**config.mk**
```make
export PLATFORM = sky130hd
export DESIGN_NAME = im_fetch_arbiter
export DESIGN_NICKNAME = d
export VERILOG_FILES = /design/src/rtl/im_fetch_arbiter.sv
export SDC_FILE = /design/constraint.sdc
export NUM_CORES = 1
export LEC_CHECK = 0
export CORE_ASPECT_RATIO = 1.25
export CORE_MARGIN = 2
export CORE_UTILIZATION = 35
export DETAILED_ROUTE_END_ITERATION = 8
export PLACE_DENSITY = 0.7
export SETUP_SLACK_MARGIN = 0.15
export SYNTH_ARGS = -nofsm -noshare
export SYNTH_HDL_FRONTEND = slang
export SYNTH_SLANG_ARGS = --single-unit
```
**constraint.sdc**
```tcl
create_clock -name clk -period 5.3 [get_ports clk]
set_clock_uncertainty 0.05 [all_clocks]
set_input_delay 1.59 -clock clk [delete_from_list [all_inputs] [get_ports clk]]
set_output_delay 1.59 -clock clk [all_outputs]
set_load 0.02 [all_outputs]
```
**src/rtl/im_fetch_arbiter.sv**
```systemverilog
// im_fetch_arbiter: round-robin arbiter that lets NUM_C core fetch units share
// one single-ported, synchronous-read instruction memory. It issues at most one
// read per cycle. Each response returns two cycles after its grant, tagged with
// the core that asked for it.

`ifndef NUM_C
`define NUM_C 4
`endif

module im_fetch_arbiter #(
    parameter int unsigned NUM_C     = `NUM_C,
    parameter int unsigned MEM_DEPTH = 1025,
    parameter logic [15:0] OOR_WORD  = 16'd42
) (
    input  logic                  clk,
    input  logic                  rst,
    input  logic [NUM_C-1:0]      req,
    input  logic [NUM_C*16-1:0]   addr,
    output logic [NUM_C-1:0]      gnt,
    output logic [NUM_C-1:0]      rsp_valid,
    output logic [NUM_C*16-1:0]   data_out,
    output logic                  mem_en,
    output logic [15:0]           mem_addr,
    input  logic [15:0]           mem_rdata
);

    localparam int          NC = int'(NUM_C);
    localparam int unsigned PW = (NUM_C > 1) ? $clog2(NUM_C) : 1;

    // Round-robin search pointer: the core checked first in the next arbitration
    logic [PW-1:0]         r_ptr;

    // Stage-1 tag, captured at the grant edge, consumed one cycle later
    logic                  r_s1_valid;
    logic [PW-1:0]         r_s1_id;
    logic                  r_s1_oor;

    // Response stage
    logic [NUM_C-1:0]      r_rsp_valid;
    logic [NUM_C*16-1:0]   r_data;

    // Arbitration results
    logic                  w_found;
    logic [PW-1:0]         w_win;
    logic                  w_gnt_valid;
    logic [15:0]           w_gaddr;
    logic                  w_in_range;
    logic [PW-1:0]         w_ptr_nxt;
    int                    w_idx;

    // Find the first asserted request at or after r_ptr, wrapping modulo NUM_C
    always_comb begin
        w_found = 1'b0;
        w_win   = '0;
        w_idx   = 0;
        for (int i = 0; i < NC; i++) begin
            w_idx = int'(r_ptr) + i;
            if (w_idx >= NC) begin
                w_idx = w_idx - NC;
            end
            if (!w_found && req[w_idx]) begin
                w_found = 1'b1;
                w_win   = PW'(w_idx);
            end
        end
    end

    // Grant, memory request and next pointer; all forced quiet while in reset
    always_comb begin
        w_gnt_valid = w_found && !rst;
        w_gaddr     = addr[int'(w_win)*16 +: 16];
        w_in_range  = (32'(w_gaddr) < MEM_DEPTH);
        gnt         = '0;
        mem_en      = 1'b0;
        mem_addr    = '0;
        if (w_gnt_valid) begin
            gnt[w_win] = 1'b1;
            if (w_in_range) begin
                mem_en   = 1'b1;
                mem_addr = w_gaddr;
            end
        end
        if (int'(w_win) == NC - 1) begin
            w_ptr_nxt = '0;
        end else begin
            w_ptr_nxt = w_win + PW'(1);
        end
    end

    // Pointer moves just past the winner; unchanged when nobody is granted
    always_ff @(posedge clk or posedge rst) begin
        if (rst) begin
            r_ptr <= '0;
        end else if (w_gnt_valid) begin
            r_ptr <= w_ptr_nxt;
        end
    end

    // Stage-1 tag capture; out-of-range fetches never touch memory
    always_ff @(posedge clk or posedge rst) begin
        if (rst) begin
            r_s1_valid <= 1'b0;
            r_s1_id    <= '0;
            r_s1_oor   <= 1'b0;
        end else begin
            r_s1_valid <= w_gnt_valid;
            r_s1_id    <= w_win;
            r_s1_oor   <= !w_in_range;
        end
    end

    // One-cycle response strobe for the core named by the stage-1 tag
    always_ff @(posedge clk or posedge rst) begin
        if (rst) begin
            r_rsp_valid <= '0;
        end else begin
            r_rsp_valid <= '0;
            if (r_s1_valid) begin
                r_rsp_valid[r_s1_id] <= 1'b1;
            end
        end
    end

    // Only the addressed slice is written; the others hold their last word
    always_ff @(posedge clk or posedge rst) begin
        if (rst) begin
            r_data <= '0;
        end else if (r_s1_valid) begin
            r_data[int'(r_s1_id)*16 +: 16] <= r_s1_oor ? OOR_WORD : mem_rdata;
        end
    end

    assign rsp_valid = r_rsp_valid;
    assign data_out  = r_data;

endmodule

```
==> run_results.csv <==
group,metric,value,unit
yosys,synth_top_family_by_area,"simple AND/OR/NAND/NOR gates",
cts,cts_buffers,9,
floorplanning,die_h,118,um
power_and_ir_drop,finalPower,2.47,mW
floorplanning,core,10100,um2
cts,cts_hold_buf,0,
drt,wl_per_cell,18.0,um
job,maxCapViolCount,0,
floorplanning,ios,175,
cts,clockBufferDepth,2,
timing,post-route-period-util,99.4,%
critical_path,required,3.66,ns
drt,routed_wl,13600,um
floorplanning,rows,41,
timing,final_hold_viol_count,0,
power_and_ir_drop,p_leak,2.92,nW
drt,first_pass_iters,4,
timing,finalCriticalPeriod,5.27,ns
placement,gp_congestion,0.940,
yosys,syn_inst,381,
timing,hold_ws,0.426,ns
yosys,yosys.cell_types.count,46,
cts,clkLatencyLatePin,0.33,ns
floorplanning,dieArea,11100,um2
yosys,async_flop_share,100,%
yosys,synthAdderAreaFrac,3.12,%
yosys,synth_area_per_cell,9.47,um2
timing,slew_violations,0,
timing,rsz0062_at_grt,"yes",
global_routing,grt_max_degree,44,
layout,drive_above_1_share,27.2,%
critical_path,r2r_cells,27,
cts,cts_max_level,3,
power_and_ir_drop,peakVddDrop,184,uV
layout,multiInputGateArea,1880,um2
yosys,syn_area,3610,um2
layout,final_common_cell,"clkdlybuf4s50_1",
global_routing,grt_pass1_wl,20100,um
placement,portBuffers,169,
layout,syn_to_final_growth,80.9,%
worst_hold_path,min_path_type,"flip-flop to flip-flop",
yosys,synthSimpleGateAreaFrac,21.5,%
critical_path,cp_max_fo,5,
yosys,yosys_most_used_dff,"dfrtp_1",
critical_path,rrSetupSlack,0.94,ns
timing,finalSetupViolations,0,
timing,max_freq,0.190,GHz
yosys,synth-compound-area-share,15.8,%
drt,drtIter0Drc,169,
timing,relSlewSlack,42.3,%
cts,cts-root-buf,"clkbuf_16",
drt,vias,3874,
layout,n_fill_cell,789,
drt,drc_errors,0,
layout,layout_common_cells,"clkdlybuf4s50_1 (135), nand2_1 (76), buf_4 (75), dfrtp_1 (74), o21ai_0 (67)",
run_status,status,"complete, no violations",
layout,final_net_count,718,
yosys,ys_ff_latch,74,
timing,finalSetupTns,0,ns
worst_hold_path,hold_path_depth,2,
drt,ant_nets,0,
critical_path,arrival,3.63,ns
critical_path,worst_setup_path_start_kind,"primary input",
floorplanning,die_w,94.8,um
yosys,ys_seq_area_share,51.3,%
global_routing,grt_antenna_before_repair,0,
power_and_ir_drop,powerDensity,378,nW/um2
yosys,synthXorXnorAreaFrac,0,%
yosys,yosys_warnings,0,
critical_path,critPathCaptureType,"output pin",
yosys,synthMuxAreaShare,3.47,%
floorplanning,initial_core_util,35.9,%
yosys,synth_edf_count,0,
global_routing,grt_pass1_vias,4001,
global_routing,track_usage,23.4,%
critical_path,path_class,"primary input to output pin",
layout,antenna_cells,0,
cts,clock_sinks,74,
global_routing,grt-ovfl-total,0,
layout,regArea,1850,um2
timing,setup_ws,0.0314,ns
cts,clk_pin_slew_worst_paths,0.06,ns
cts,cts_tree,"built",
drt,routed_via_density,5.12,
timing,worstMarginPinSlew,0.864,ns
placement,dpl.hpwl,9210,um
placement,place_ws,-0.843,ns
[Yosys cell counts (all sizes together) (2+ instances only)]
master  number  share of area (%)
nand2       76                7.9
dfrtp       74                 51
o21ai       74                 10
nand2b      17                2.9
nand3       16                2.2
clkbuf      13                1.4
buf         11                2.2
inv         10                1.1
nor2        10                1.5
ha           9                3.1
mux2i        8                2.2
and2         7                1.3
nor3         7                1.3
or4          5                1.0
a211oi       4               0.83
a21boi       4               0.83
and3         4               0.69
and3b        4               0.97
mux2         4                1.2
a21oi        2               0.28
a22oi        2               0.42
nor4         2               0.35
o211ai       2               0.80
or2          2               0.35
or3          2               0.35
[critical path: stages]
cell     delay [ns]
buf_8          0.10
buf_6          0.12
mux2i_4        0.15
nor2_2         0.07
nor3_4         0.31
buf_6          0.17
nand3_1        0.12
a22oi_2        0.22
nand4_1        0.16
buf_4          0.19
o31ai_4        0.27
buf_6          0.15
[worst paths after layout]
| path | endpoint | startpoint |
|---|---|---|
| min in group asynchronous | data_out[17] | rst |
| worst max register to register | r_s1_oor | r_ptr[1] |
| worst min register to register | data_out[63] | data_out[63] |
| worst max-delay path | mem_en | req[2] |
| worst min-delay path | data_out[63] | data_out[63] |
| max in group asynchronous | data_out[21] | rst |
[routing by layer]
metal	wire length (um)	share of wire (%)	global-route usage [%]	vias up
li1	-	-	-	1795
met1	4940	36	25.1	1871
met2	7170	53	41.3	184
met3	1160	8.5	7.62	24
met4	352	2.6	9.78	0
met5	0	0	0	-
[registers in the layout, summed over array words and instances (netlist names)]
register / count
data_out: 64
rsp_valid: 4
r_ptr: 2
r_s1_id: 2
r_s1_oor: 1
r_s1_valid: 1
[power by group]
group	internal [mW]	leakage (nW)	total (mW)	switching, mW
clock network	0.341	0.139	0.561	0.220
registers	0.661	1.01	0.734	0.0728
logic	0.585	1.78	1.17	0.587
[what timing repair did]
action                     4_1_cts  5_1_grt
gates cloned                     2        0
setup endpoints to repair       16       17
pin swaps                       27       14
buffers inserted                31       11
gates resized for setup        141       41
[cell type report]
cell class	count	area share (%)
Clock buffer	12	3.93
Clock inverter	4	0.402
Inverter	10	0.613
Multi-Input combinational cell	279	28.8
Sequential cell	74	28.4
Tap cell	129	2.47
Timing Repair Buffer	249	35.4
[per-stage QoR]
stage | instance area [um2] | util, % | cells
floorplan | 3630 | - | 385
global placement | 5670 | 56.3 | 697
detailed placement | 5670 | 56.3 | 697
CTS | 6310 | 62.8 | 746
global route | 6530 | 64.9 | 757
finish | 6530 | 64.9 | 757
[cells by family (layout without fill, tap and decap cells)]
| family | Yosys count | in the layout |
|---|---|---|
| buffers and inverters | 34 | 275 |
| AOI/OAI and AO/OA | 96 | 97 |
| DFF | 74 | 74 |
| other | 1 | 5 |
| and+or+nand+nor | 155 | 156 |
| adders and majority gates | 9 | 9 |
| muxes | 12 | 12 |
No activity file was read; power rests on OpenSTA's default activity.
